<file path="config.mk">
export PLATFORM = sky130hd
export DESIGN_NAME = muldiv_controller
export DESIGN_NICKNAME = d
export VERILOG_FILES = /design/src/rtl/riscv_pkg.sv /design/src/rtl/muldiv_datapath.sv /design/src/rtl/muldiv_controller.sv
export SDC_FILE = /design/constraint.sdc
export NUM_CORES = 1
export LEC_CHECK = 0
export CAP_MARGIN = 0
export CORE_MARGIN = 2
export CORE_UTILIZATION = 24
export DETAILED_ROUTE_END_ITERATION = 6
export PLACE_DENSITY = 0.42
export SLEW_MARGIN = 20
export SYNTH_ARGS = -nofsm -noshare
export SYNTH_HDL_FRONTEND = slang
export SYNTH_SLANG_ARGS = --single-unit
</file>
<file path="constraint.sdc">
create_clock -name clk -period 6.3 [get_ports clk]
set_clock_uncertainty 0.15 [all_clocks]
set_input_delay 0.945 -clock clk [delete_from_list [all_inputs] [get_ports clk]]
set_output_delay 0.945 -clock clk [all_outputs]
set_load 0.05 [all_outputs]
</file>
<file path="src/rtl/riscv_pkg.sv">
// Shared RV32 decode constants and the multiply/divide sequencer state type.
package riscv_pkg;

  localparam logic [6:0] OPCODE_OP     = 7'b0110011;
  localparam logic [6:0] FUNCT7_MULDIV = 7'b0000001;

  localparam logic [2:0] F3_MUL    = 3'b000;
  localparam logic [2:0] F3_MULH   = 3'b001;
  localparam logic [2:0] F3_MULHSU = 3'b010;
  localparam logic [2:0] F3_MULHU  = 3'b011;
  localparam logic [2:0] F3_DIV    = 3'b100;
  localparam logic [2:0] F3_DIVU   = 3'b101;
  localparam logic [2:0] F3_REM    = 3'b110;
  localparam logic [2:0] F3_REMU   = 3'b111;

  typedef enum logic [1:0] {
    IDLE = 2'd0,
    CALC = 2'd1,
    DONE = 2'd2
  } muldiv_state_t;

endpackage

</file>
<file path="src/rtl/muldiv_datapath.sv">
// Operand magnitudes, 2*XLEN accumulator and one shift-add / restoring-divide
// step per cycle; sign fix and result selection on the final step.
module muldiv_datapath
  import riscv_pkg::*;
#(
  parameter int unsigned XLEN = 32
) (
  input  logic            clk,
  input  logic            rst,
  input  logic            load_i,
  input  logic            step_i,
  input  logic            fin_i,
  input  logic            spec_i,
  input  logic [XLEN-1:0] spec_val_i,
  input  logic [2:0]      funct3_i,
  input  logic [XLEN-1:0] op_a_i,
  input  logic [XLEN-1:0] op_b_i,
  output logic [XLEN-1:0] result_o
);

  logic [2*XLEN-1:0] acc_q, acc_d;
  logic [XLEN-1:0]   b_q, b_d;
  logic [2:0]        f3_q, f3_d;
  logic              neg_q, neg_d;
  logic [XLEN-1:0]   result_q, result_d;

  logic              a_sgn, b_sgn, a_neg, b_neg;
  logic [XLEN-1:0]   a_mag, b_mag;
  logic [XLEN:0]     mul_sum, rem_sh;
  logic [XLEN-1:0]   diff, div_raw;
  logic              ge;
  logic [2*XLEN-1:0] mul_next, div_next, acc_step, mul_fix;
  logic [XLEN-1:0]   fixed;

  always_comb begin
    a_sgn = (funct3_i == F3_MULH) | (funct3_i == F3_MULHSU) |
            (funct3_i == F3_DIV)  | (funct3_i == F3_REM);
    b_sgn = (funct3_i == F3_MULH) | (funct3_i == F3_DIV) | (funct3_i == F3_REM);
    a_neg = a_sgn & op_a_i[XLEN-1];
    b_neg = b_sgn & op_b_i[XLEN-1];
    a_mag = a_neg ? ('0 - op_a_i) : op_a_i;
    b_mag = b_neg ? ('0 - op_b_i) : op_b_i;

    // Multiply: low half holds the shrinking multiplier, high half the partial sum.
    mul_sum  = {1'b0, acc_q[2*XLEN-1:XLEN]} + (acc_q[0] ? {1'b0, b_q} : '0);
    mul_next = {mul_sum, acc_q[XLEN-1:1]};

    // Divide: high half is the partial remainder, quotient bits shift into the low half.
    rem_sh   = acc_q[2*XLEN-1:XLEN-1];
    ge       = (rem_sh >= {1'b0, b_q});
    diff     = rem_sh[XLEN-1:0] - b_q;
    div_next = {(ge ? diff : rem_sh[XLEN-1:0]), acc_q[XLEN-2:0], ge};

    acc_step = f3_q[2] ? div_next : mul_next;

    // Multiply sign fix negates the full product; divide negates the chosen half.
    mul_fix = neg_q ? ('0 - acc_step) : acc_step;
    div_raw = f3_q[1] ? acc_step[2*XLEN-1:XLEN] : acc_step[XLEN-1:0];
    if (f3_q[2])
      fixed = neg_q ? ('0 - div_raw) : div_raw;
    else if (f3_q == F3_MUL)
      fixed = mul_fix[XLEN-1:0];
    else
      fixed = mul_fix[2*XLEN-1:XLEN];

    acc_d    = acc_q;
    b_d      = b_q;
    f3_d     = f3_q;
    neg_d    = neg_q;
    result_d = result_q;
    if (load_i) begin
      acc_d = {{XLEN{1'b0}}, a_mag};
      b_d   = b_mag;
      f3_d  = funct3_i;
      neg_d = (funct3_i == F3_REM) ? a_neg : (a_neg ^ b_neg);
    end else if (step_i) begin
      acc_d = acc_step;
    end
    if (spec_i)
      result_d = spec_val_i;
    else if (fin_i)
      result_d = fixed;
  end

  always_ff @(posedge clk) begin
    if (rst) begin
      acc_q    <= '0;
      b_q      <= '0;
      f3_q     <= '0;
      neg_q    <= 1'b0;
      result_q <= '0;
    end else begin
      acc_q    <= acc_d;
      b_q      <= b_d;
      f3_q     <= f3_d;
      neg_q    <= neg_d;
      result_q <= result_d;
    end
  end

  assign result_o = result_q;

endmodule

</file>
<file path="src/rtl/muldiv_controller.sv">
// RV32M iterative multiply/divide sequencer: IDLE -> CALC -> DONE FSM that
// stalls the pipeline and drives the datapath strobes.
module muldiv_controller
  import riscv_pkg::*;
#(
  parameter int unsigned XLEN = 32
) (
  input  logic            clk,
  input  logic            rst,
  input  logic            valid_i,
  input  logic [2:0]      funct3_i,
  input  logic [XLEN-1:0] op_a_i,
  input  logic [XLEN-1:0] op_b_i,
  input  logic            flush_i,
  output logic            ready_o,
  output logic            busy_o,
  output logic            stall_o,
  output logic            done_o,
  output logic [XLEN-1:0] result_o
);

  localparam int unsigned CW = $clog2(XLEN);
  localparam logic [XLEN-1:0] INT_MIN = {1'b1, {(XLEN-1){1'b0}}};

  muldiv_state_t   state_q, state_d;
  logic [CW-1:0]   cnt_q, cnt_d;
  logic            accept, b_zero, sgn_ovf, special;
  logic            load, step, fin, spec_ld;
  logic [XLEN-1:0] spec_val;

  always_comb begin
    accept  = (state_q == IDLE) & valid_i & ~flush_i;
    b_zero  = (op_b_i == '0);
    sgn_ovf = ((funct3_i == F3_DIV) | (funct3_i == F3_REM)) &
              (op_a_i == INT_MIN) & (op_b_i == '1);
    special = funct3_i[2] & (b_zero | sgn_ovf);
    if (b_zero)
      spec_val = funct3_i[1] ? op_a_i : '1;
    else
      spec_val = funct3_i[1] ? '0 : INT_MIN;

    state_d = state_q;
    cnt_d   = cnt_q;
    load    = 1'b0;
    step    = 1'b0;
    fin     = 1'b0;
    spec_ld = 1'b0;
    unique case (state_q)
      IDLE: begin
        if (accept) begin
          if (special) begin
            spec_ld = 1'b1;
            state_d = DONE;
          end else begin
            load    = 1'b1;
            cnt_d   = CW'(XLEN - 1);
            state_d = CALC;
          end
        end
      end
      CALC: begin
        if (flush_i) begin
          state_d = IDLE;
        end else begin
          step = 1'b1;
          if (cnt_q == '0) begin
            fin     = 1'b1;
            state_d = DONE;
          end else begin
            cnt_d = cnt_q - CW'(1);
          end
        end
      end
      DONE:    state_d = IDLE;
      default: state_d = IDLE;
    endcase
  end

  always_ff @(posedge clk) begin
    if (rst) begin
      state_q <= IDLE;
      cnt_q   <= '0;
    end else begin
      state_q <= state_d;
      cnt_q   <= cnt_d;
    end
  end

  assign ready_o = (state_q == IDLE);
  assign busy_o  = (state_q == CALC);
  assign done_o  = (state_q == DONE);
  assign stall_o = busy_o | (ready_o & valid_i & ~flush_i);

  muldiv_datapath #(.XLEN(XLEN)) u_datapath (
    .clk       (clk),
    .rst       (rst),
    .load_i    (load),
    .step_i    (step),
    .fin_i     (fin),
    .spec_i    (spec_ld),
    .spec_val_i(spec_val),
    .funct3_i  (funct3_i),
    .op_a_i    (op_a_i),
    .op_b_i    (op_b_i),
    .result_o  (result_o)
  );

endmodule
</file>
# Word-level counts from Yosys, hierarchy flattened

Index checks and enable logic that the tools add are counted.

Word-level logic and storage cells: 95
Input bits: 71
Memories: 0
Output and inout bits: 36
Bits in writable memories: 0
Bits in latches: 0
Register bits: 139
Bits in read-only memories: 0

Multipliers: 0
Multiplexer cells: 39
Bitwise gates (word level): 17
Reductions and logical operators: 10
Equal/unequal tests: 13
Div/mod/pow operators: 0
Shifts and indexed selects: 0
Add/sub/neg operators: 7
$lt $le $gt $ge: 1

Operators with widths:

| operator                                                            | count |
|---|---|
| 32-bit two-way mux                                                  | 15 |
| 64-bit two-way mux                                                  | 2 |
| 1-bit by 32-bit subtractor with 32-bit output, first input constant | 3 |
| 32-bit == test, second input constant                               | 2 |
| 1-bit by 64-bit subtractor with 64-bit output, first input constant | 1 |
| 32-bit by 32-bit adder with 33-bit output                           | 1 |
| 33-bit by 32-bit >= comparator with 1-bit output                    | 1 |
| 32-bit logical NOT                                                  | 1 |
| 32-bit subtractor                                                   | 1 |
| 5-bit two-way mux                                                   | 4 |
| 1-bit two-way mux                                                   | 12 |
| 5-bit one-hot mux with 2 select lines                               | 1 |
| 2-bit two-way mux                                                   | 4 |
| 1-bit OR                                                            | 8 |
| 1-bit AND                                                           | 7 |
| 3-bit == test, second input constant                                | 2 |
| 2-bit inequality test, second input constant                        | 3 |
| 2-bit nonzero test                                                  | 3 |
| 5-bit logical NOT                                                   | 1 |
| 5-bit AND reduction                                                 | 1 |
| 5-bit by 1-bit subtractor with 5-bit output, second input constant  | 1 |
| 2-bit one-hot mux with 2 select lines                               | 1 |
| 3-bit by 1-bit == test with 1-bit output, second input constant     | 1 |
| 3-bit by 2-bit == test with 1-bit output, second input constant     | 1 |
| 10 further kinds                                                    | 10 |

# Depth between registers and ports, before layout

Gate-level depths: netlist of run 1.

Depth in word-level cells: 10
Mapped depth: 22
Depth with buffers taken out: 19

# By module

From an unflattened synthesis of run 1, not the netlist that was laid out.

Cell total of the unflattened synthesis: 2417
Area, all modules: 16667.2 µm²

Modules (own cells, without submodules):

| module            | cells each | times used | area each (µm²) | seq. area each (µm²) |
|---|---|---|---|---|
| muldiv_datapath   | 2263       | 1          | 15708.8         | 2642.5 |
| muldiv_controller | 154        | 1          | 958.4           | 140.1 |

# Least setup slack after synthesis of run 1

No wires, ideal clock.

Path kind: reg2reg
Start: register u_datapath.f3_q[2]
End: register u_datapath.result_q[28], in the netlist u_datapath.result_o[28]
Required time: 6.034 ns
Setup time: 0.116 ns
Buffers on the path: 11
Cell stages (with the launch flop): 23
Arrival: 4.898 ns
Path slack: 1.135 ns
Clock period less this slack: 5.165 ns
Cells stage by stage: dfxtp_1 -> buf_2 -> buf_2 -> buf_2 -> buf_2 -> buf_2 -> buf_2 -> buf_2 -> buf_1 -> buf_2 -> clkbuf_1 -> o21ai_0 -> ha_1 -> nor4b_1 -> o2111a_1 -> nand2_1 -> or3_1 -> or3_1 -> buf_2 -> o211ai_1 -> o31a_1 -> o221ai_1 -> o211a_1

Longest elaborated chain between the ends: 7
Elaborated cells between the ends (all ways): 11
Those cells by class: add/sub: 2; mux: 8; reduce/logical: 1

Ends and longest elaborated chain:

| item                                                                                       | RTL line                                     | source |
|---|---|---|
| from (decl)                                                                                | muldiv_datapath.sv:23                        | `logic [2:0] f3_q, f3_d;` |
| from (signal assigned)                                                                     | muldiv_datapath.sv:89                        | `f3_q <= '0;` |
| from (signal assigned)                                                                     | muldiv_datapath.sv:95                        | `f3_q <= f3_d;` |
| 64-bit two-way mux                                                                         | muldiv_datapath.sv:54                        | `acc_step = f3_q[2] ? div_next : mul_next;` |
| 1-bit by 64-bit subtractor with 64-bit output / 32-bit two-way mux (equally long branches) | muldiv_datapath.sv:57, muldiv_datapath.sv:58 |  |
| 64-bit two-way mux / 1-bit by 32-bit subtractor with 32-bit output (equally long branches) | muldiv_datapath.sv:57, muldiv_datapath.sv:60 |  |
| 32-bit two-way mux (on tied branches)                                                      | muldiv_datapath.sv:61, muldiv_datapath.sv:60 |  |
| 32-bit two-way mux *                                                                       | muldiv_datapath.sv:59                        | `if (f3_q[2])` |
| 32-bit two-way mux *                                                                       | muldiv_datapath.sv:81                        | `else if (fin_i)` |
| 32-bit two-way mux *                                                                       | muldiv_datapath.sv:79                        | `if (spec_i)` |
| to (signal assigned)                                                                       | muldiv_datapath.sv:97                        | `result_q <= result_d;` |
| to (decl)                                                                                  | muldiv_datapath.sv:25                        | `logic [XLEN-1:0] result_q, result_d;` |

Mark *: on every way between the ends. The rest lies on a longest branch, timed or not. The select of a mux whose other input is x is not followed.
A chain may end at the register's enable or synchronous reset.

# Worst setup path after layout of run 1

Start: register u_datapath.b_q[0]
End: register u_datapath.result_q[31], in the netlist u_datapath.result_o[31]

Longest elaborated chain between the ends: 9
Elaborated cells between the ends (all ways): 15
Those cells by class: add/sub: 4; order compare: 1; mux: 10

Ends and longest elaborated chain:

| item                                                                                       | RTL line                                     | source |
|---|---|---|
| from (decl)                                                                                | muldiv_datapath.sv:22                        | `logic [XLEN-1:0] b_q, b_d;` |
| from (signal assigned)                                                                     | muldiv_datapath.sv:88                        | `b_q <= '0;` |
| from (signal assigned)                                                                     | muldiv_datapath.sv:94                        | `b_q <= b_d;` |
| 32-bit two-way mux, or another cell as far along                                           | muldiv_datapath.sv:45                        | `mul_sum = {1'b0, acc_q[2*XLEN-1:XLEN]} + (acc_q[0] ? {1'b0, b_q} : '0);` |
| 32-bit by 32-bit adder with 33-bit output / 32-bit two-way mux (equally long branches)     | muldiv_datapath.sv:45, muldiv_datapath.sv:52 |  |
| 64-bit two-way mux *                                                                       | muldiv_datapath.sv:54                        |  |
| 1-bit by 64-bit subtractor with 64-bit output / 32-bit two-way mux (equally long branches) | muldiv_datapath.sv:57, muldiv_datapath.sv:58 |  |
| 64-bit two-way mux / 1-bit by 32-bit subtractor with 32-bit output (equally long branches) | muldiv_datapath.sv:57, muldiv_datapath.sv:60 |  |
| 32-bit two-way mux (on tied branches)                                                      | muldiv_datapath.sv:61, muldiv_datapath.sv:60 |  |
| 32-bit two-way mux *                                                                       | muldiv_datapath.sv:59                        |  |
| 32-bit two-way mux *                                                                       | muldiv_datapath.sv:81                        |  |
| 32-bit two-way mux *                                                                       | muldiv_datapath.sv:79                        |  |

Marks and branches as above.

==> flow_summary.ini, run 1 <==
[outcome]
status = finished, final reports clean

[worst_setup_path]
cp-startpoint = u_datapath.b_q[0]$_SDFFE_PP0P_
cp-start-kind = flip-flop
cp.arrival_ps = 6250
crit_type = reg -> reg
reg2reg_from = u_datapath.b_q[0]$_SDFFE_PP0P_
critPathMaxFanout = 6
cp.required_ps = 6530
cp-end-kind = flip-flop

[clocking]
cts.sinks = 139
tritoncts = done
clkTransAtPathRegs_ps = 70
numCtsBuffers = 17
cts_hold_buf = 0
cts_resized = 0
ctsRootBufferMaster = clkbuf_16
htreeDepth = 4
clk_latency_ps = 510
postCtsSetupRepairBufs = 0
clockBufferDepth = 2

[drt]
viasPerCell = 5.74
drc = 0
firstDrtPassIters = 7
wl_um = 81400
num_vias = 18900
ant_nets = 0
routedWlPerCell_um = 24.7
dr.first_iter.drc_count = 1695

[die]
fp.dieH_um = 266
die_w_um = 266
rows = 95
io_pins = 107
fp.coreArea_mm2 = 0.0675
dieArea_mm2 = 0.0706
start_util = 0.244

[cells_and_area]
final_cell_mix = 271 x nor2_1, 240 x nand2_1, 239 x a21oi_1
num-nets-final = 2559
drive_gt1_frac = 0.0745
final_common_cell = nor2_1
nFillCells = 7387
multi_input_area_mm2 = 0.0128
area_growth_pct = 15.9
num_antenna_cells = 0
seq_area_mm2 = 0.00279
final_core_util = 0.282

[grt]
grt_usage = 0.229
grt_max_degree = 77
grt_pass1_wl_um = 121000
grt_pass1_vias = 18300
grt_overflow = 0
antenna_found_initial = 2

[yosys]
ys.flop_type = dfxtp_1
synth_warnings = 0
synth_cells = 2389
synth.distinct_cells = 101
synth-edff-count = 0
ys_ff_latch = 139
avgSynthCellArea_um2 = 6.89
synthArstFlopShare = 0
syn-cell-area_mm2 = 0.0164
synth_seq_area_share = 0.169
synth.net_count = 2533

[sta]
finalMaxSlewViolations = 0
finalHoldViolCount = 0
grt_setup_unrepaired = false
worstMarginPinSlew_ps = 943
post-route-period-util = 0.955
max_slew_margin = 0.369
tns_ps = 0
setup_viol = 0
min_period_ps = 6020
hold_ws_ps = 313
timing.fmax_mhz = 166
fin_ws_ps = 281

[place]
place_ws_ps = 368
gp_congestion = 0.940
dpl.hpwl_um = 63400
io_buffers = 106

[pwr]
p_leak_nw = 6.78
ir_worst_vdd_mv = 0.201
power.total_mw = 3.61
power.density_mw_per_mm2 = 189

[job]
drv_cap = 0

[worst_hold_path]
min_from = u_datapath.result_o[1]$_SDFFE_PP0P_
hp-class = reg -> reg
## metrics by stage
step	cell area (µm²)	instances
6_report	19100	3301
5_1_grt	19100	3301
4_1_cts	19100	3301
3_5_place_dp	18500	3269
3_3_place_gp	18500	3269
2_1_floorplan	16400	2389
## critical path, cell delays in order (launching register included)
cell      delay [ps]
dfxtp_1          410
ha_1             200
inv_1             50
fa_1             430
a211oi_1         320
o21ai_0          360
a21oi_1          730
xnor2_1          170
o21ai_0          250
a31oi_1          390
nor4_4           440
and2_1           280
nand4_1          350
or4_1            610
or3_1            350
o41ai_2          290
o22ai_1          110
## report_power, final
group          total (mW)  internal, mW  switching [mW]  leakage (nW)
Combinational        1.52         0.515            1.01          5.35
Sequential          0.987         0.923          0.0647          1.13
Clock                1.10         0.600           0.503         0.289
## final timing paths
kind	end	slack, ps	depth (start not counted)
min reg2reg	u_datapath.result_o[1]$_SDFFE_PP0P_	310	2
max reg2reg	u_datapath.result_o[31]$_SDFFE_PP0P_	280	16
max	u_datapath.result_o[31]$_SDFFE_PP0P_	280	16
min	u_datapath.result_o[1]$_SDFFE_PP0P_	310	2
## per-layer routing
layer	GRT usage	part of all wire	vias up
li1	-	-	8957
met1	0.296	0.43	9204
met2	0.375	0.47	646
met3	0.0400	0.057	140
met4	0.0958	0.041	2
met5	0	0.00017	-
## Yosys cell counts (11+ instances only)
master | n | share of area
o211ai_1 | 44 | 0.020
dfxtp_1 | 139 | 0.17
nor2_1 | 274 | 0.063
clkbuf_1 | 116 | 0.026
nor4_1 | 27 | 0.010
a21oi_1 | 239 | 0.073
o31ai_1 | 33 | 0.015
a311oi_1 | 12 | 0.0064
a211oi_1 | 92 | 0.042
buf_2 | 34 | 0.010
nand4_1 | 41 | 0.016
and2_1 | 51 | 0.019
ha_1 | 71 | 0.054
xor2_1 | 45 | 0.024
a211o_1 | 11 | 0.0059
nand3_1 | 62 | 0.019
mux2_2 | 23 | 0.016
nor3_1 | 76 | 0.023
o221ai_1 | 14 | 0.0075
nor2b_1 | 15 | 0.0057
nand2_1 | 240 | 0.055
a21boi_0 | 13 | 0.0059
and3_1 | 14 | 0.0053
xnor2_1 | 94 | 0.050
nand2b_1 | 18 | 0.0068
o41ai_1 | 12 | 0.0064
a221oi_1 | 17 | 0.0091
o21a_1 | 20 | 0.0091
inv_1 | 66 | 0.015
or2_2 | 14 | 0.0053
mux2i_1 | 38 | 0.023
or3_1 | 34 | 0.013
o21ai_0 | 143 | 0.044
o22ai_1 | 19 | 0.0072
a31oi_1 | 32 | 0.012
a21o_1 | 25 | 0.011
## flip-flops by register name, indices dropped and copies added, names as in the netlist
register and count:
u_datapath.acc_q 64, state_q 2, cnt_q 5, u_datapath.b_q 32, u_datapath.f3_q 3, u_datapath.result_o 32, u_datapath.neg_q 1
## final cells by class
type                       count  area share
clock buffer                  18      0.0230
clock inverter                14     0.00847
inverter                      67      0.0132
multi-input combinational   2022       0.671
sequential                   139       0.146
tap                          873      0.0573
timing repair buffer         168      0.0806
## cell families after synthesis
| kind of cell | count (synthesis) | synth area share |
|---|---|---|
| XOR/XNOR | 139 | 0.0740 |
| AND/OR/NAND/NOR | 918 | 0.271 |
| multiplexers | 61 | 0.0389 |
| flip-flops | 139 | 0.169 |
| adder cells (fa/ha/maj) | 73 | 0.0564 |
| buffers and inverters | 228 | 0.0555 |
| AO/OA/AOI/OAI | 831 | 0.335 |
Power figures use the tool's default switching activity.
==> run 2, diff against run 1 <==
--- a/config.mk
+++ b/config.mk
@@ -10,6 +10,7 @@
 export CORE_UTILIZATION = 24
 export DETAILED_ROUTE_END_ITERATION = 6
 export PLACE_DENSITY = 0.42
+export SETUP_SLACK_MARGIN = 0.05
 export SLEW_MARGIN = 20
 export SYNTH_ARGS = -nofsm -noshare
 export SYNTH_HDL_FRONTEND = slang
==> results of run 2 <==
The final DEF is identical to that of run 1; final timing and power are the same.
==> run 3, diff against run 2 <==
--- a/config.mk
+++ b/config.mk
@@ -7,9 +7,9 @@
 export LEC_CHECK = 0
 export CAP_MARGIN = 0
 export CORE_MARGIN = 2
-export CORE_UTILIZATION = 24
+export CORE_UTILIZATION = 35
 export DETAILED_ROUTE_END_ITERATION = 6
-export PLACE_DENSITY = 0.42
+export PLACE_DENSITY = 0.55
 export SETUP_SLACK_MARGIN = 0.05
 export SLEW_MARGIN = 20
 export SYNTH_ARGS = -nofsm -noshare
==> run 3 against run 2 <==
  * Clock power barely moved
  * Count of clock-buffer cells in the layout rose by 4
  * Sequential cell count did not move
  * Critical path depth rose by 1
  * Via count rose by 2.3%
  * Die area fell by 31%
  * Critical path type unchanged
==> flow_summary.ini, run 3 (same netlist as run 1, synthesis figures left out) <==
[clocking]
clkTransAtPathRegs_ps = 70
cts_resized = 0
ctsRootBufferMaster = clkbuf_16
htreeDepth = 4
cts.sinks = 139
clockBufferDepth = 2
clk_latency_ps = 500
cts_hold_buf = 0
postCtsSetupRepairBufs = 0
tritoncts = done
numCtsBuffers = 17

[drt]
drc = 0
ant_nets = 0
viasPerCell = 6.35
dr.first_iter.drc_count = 2240
firstDrtPassIters = 5
routedWlPerCell_um = 25.6
wl_um = 78300
num_vias = 19400

[sta]
hold_ws_ps = 310
finalHoldViolCount = 0
setup_viol = 0
timing.fmax_mhz = 171
post-route-period-util = 0.928
max_slew_margin = 0.203
min_period_ps = 5850
finalMaxSlewViolations = 0
fin_ws_ps = 455
grt_setup_unrepaired = false
worstMarginPinSlew_ps = 1190
tns_ps = 0

[worst_setup_path]
crit_type = reg -> reg
rrSetupSlack_ps = 450
cp.arrival_ps = 6070
cp_top_family = compound AO/OA/AOI/OAI gates
cp-start-kind = flip-flop
path_cells = ha_1 -> inv_1 -> fa_1 -> a211oi_1 -> o21ai_0 -> a21oi_1 -> xnor2_1 -> o21ai_0 -> a31oi_1 -> buf_4 -> nor4_4 -> and2_1 -> nand4_1 -> or4_1 -> or3_1 -> o41ai_2 -> o22ai_1
worst_path_max_delay_cell = a21oi_1
critical_path_buf_inv_count = 2
cp-end-kind = flip-flop
cp_common_cell = o21ai_0
cp-startpoint = u_datapath.b_q[0]$_SDFFE_PP0P_
critPathMaxStageDelay_ps = 780
reg2reg_from = u_datapath.b_q[0]$_SDFFE_PP0P_
r2r_end = u_datapath.result_o[31]$_SDFFE_PP0P_
critPathMaxFanout = 6
rr_worst_depth = 17
cp.required_ps = 6530

[place]
io_buffers = 106
gp_congestion = 0.980
dpl_cell_area_mm2 = 0.0183
place_ws_ps = 405
dpl.hpwl_um = 60300

[grt]
grt_pass1_wl_um = 116000
grt_max_degree = 76
grt_usage = 0.319
grt_overflow = 0
grt_pass1_vias = 18100
antenna_found_initial = 1

[die]
io_pins = 107
start_util = 0.354
die_w_um = 221
fp.coreArea_mm2 = 0.0465
rows = 79
fp.dieH_um = 221
dieArea_mm2 = 0.0487

[cells_and_area]
finalInstanceArea_mm2 = 0.0189
num-nets-final = 2575
final_common_cell = nor2_1
area_growth_pct = 14.8
regMostFlops = u_datapath.acc_q
drive_gt1_frac = 0.0798
final_core_util = 0.406
final_cell_mix = 272 x nor2_1, 240 x nand2_1, 238 x a21oi_1
nFillCells = 4876
largest_reg_flops = 64

[pwr]
p_leak_nw = 6.87
power.density_mw_per_mm2 = 192
ir_worst_vdd_mv = 0.161

[outcome]
status = finished, final reports clean

[worst_hold_path]
hp-class = reg -> reg
min_from = u_datapath.result_o[15]$_SDFFE_PP0P_
min_to = u_datapath.result_o[15]$_SDFFE_PP0P_
hold_path_depth = 2

[job]
drv_cap = 0
run 3: cell count changes in the layout (fill, tap and decap cells not counted), moves of 2 or more:
cell      change
buf_4        +15
diode_2       +2
clkinv_2      +3
inv_6         -3
clkbuf_8      +2
clkinv_4      -3
run 3: routing by layer:
metal  vias up  part of all wire  global-route usage
li1       8995                 -                   -
met1      9414              0.44               0.436
met2       844              0.45               0.495
met3       141             0.070              0.0528
met4         0             0.040               0.135
met5         -                 0                   0
run 3: layout make-up:
| type | count | area (µm²) | share of cell area |
|---|---|---|---|
| Antenna cell | 2 | 5.00 | 0.000265 |
| Clock buffer | 22 | 495 | 0.0262 |
| Clock inverter | 10 | 113 | 0.00597 |
| Inverter | 67 | 251 | 0.0133 |
| Multi-Input combinational cell | 2022 | 12800 | 0.678 |
| Sequential cell | 139 | 2790 | 0.148 |
| Tap cell | 607 | 759 | 0.0402 |
| Timing Repair Buffer | 184 | 1670 | 0.0884 |
run 3: how the worst max path moves through the flow:
stage	slack, ps	cells after the start	to
6_report	450	17	u_datapath.result_o[31]$_SDFFE_PP0P_
5_1_grt	80	18	u_datapath.result_o[30]$_SDFFE_PP0P_
4_1_cts	600	17	u_datapath.result_o[31]$_SDFFE_PP0P_
3_5_place_dp	400	13	u_datapath.result_o[31]$_SDFFE_PP0P_
3_3_place_gp	460	13	u_datapath.result_o[31]$_SDFFE_PP0P_
2_1_floorplan	1140	22	u_datapath.result_o[28]$_SDFFE_PP0P_
run 3: worst register-to-register path: cells and delay by family, from the launching register on:
kind	cells	cell delay, ps
buf+inv	2	270
xor+xnor	1	160
simple gates	5	1980
compound gates	7	2130
flops	1	400
fa+ha+maj	2	640
run 3: report_power, final:
| part | total [mW] | internal [mW] | switching, mW |
|---|---|---|---|
| Combinational | 1.53 | 0.529 | 0.998 |
| Sequential | 0.982 | 0.923 | 0.0598 |
| Clock | 1.11 | 0.634 | 0.475 |
| Total | 3.62 | 2.09 | 1.53 |
run 3: stage by stage:
stage / total power, mW / cells
5_1_grt: 3.78 / 3051
2_1_floorplan: 1.94 / 2389
3_3_place_gp: 2.48 / 3019
4_1_cts: 3.60 / 3051
3_5_place_dp: 2.48 / 3019
6_report: 3.62 / 3053
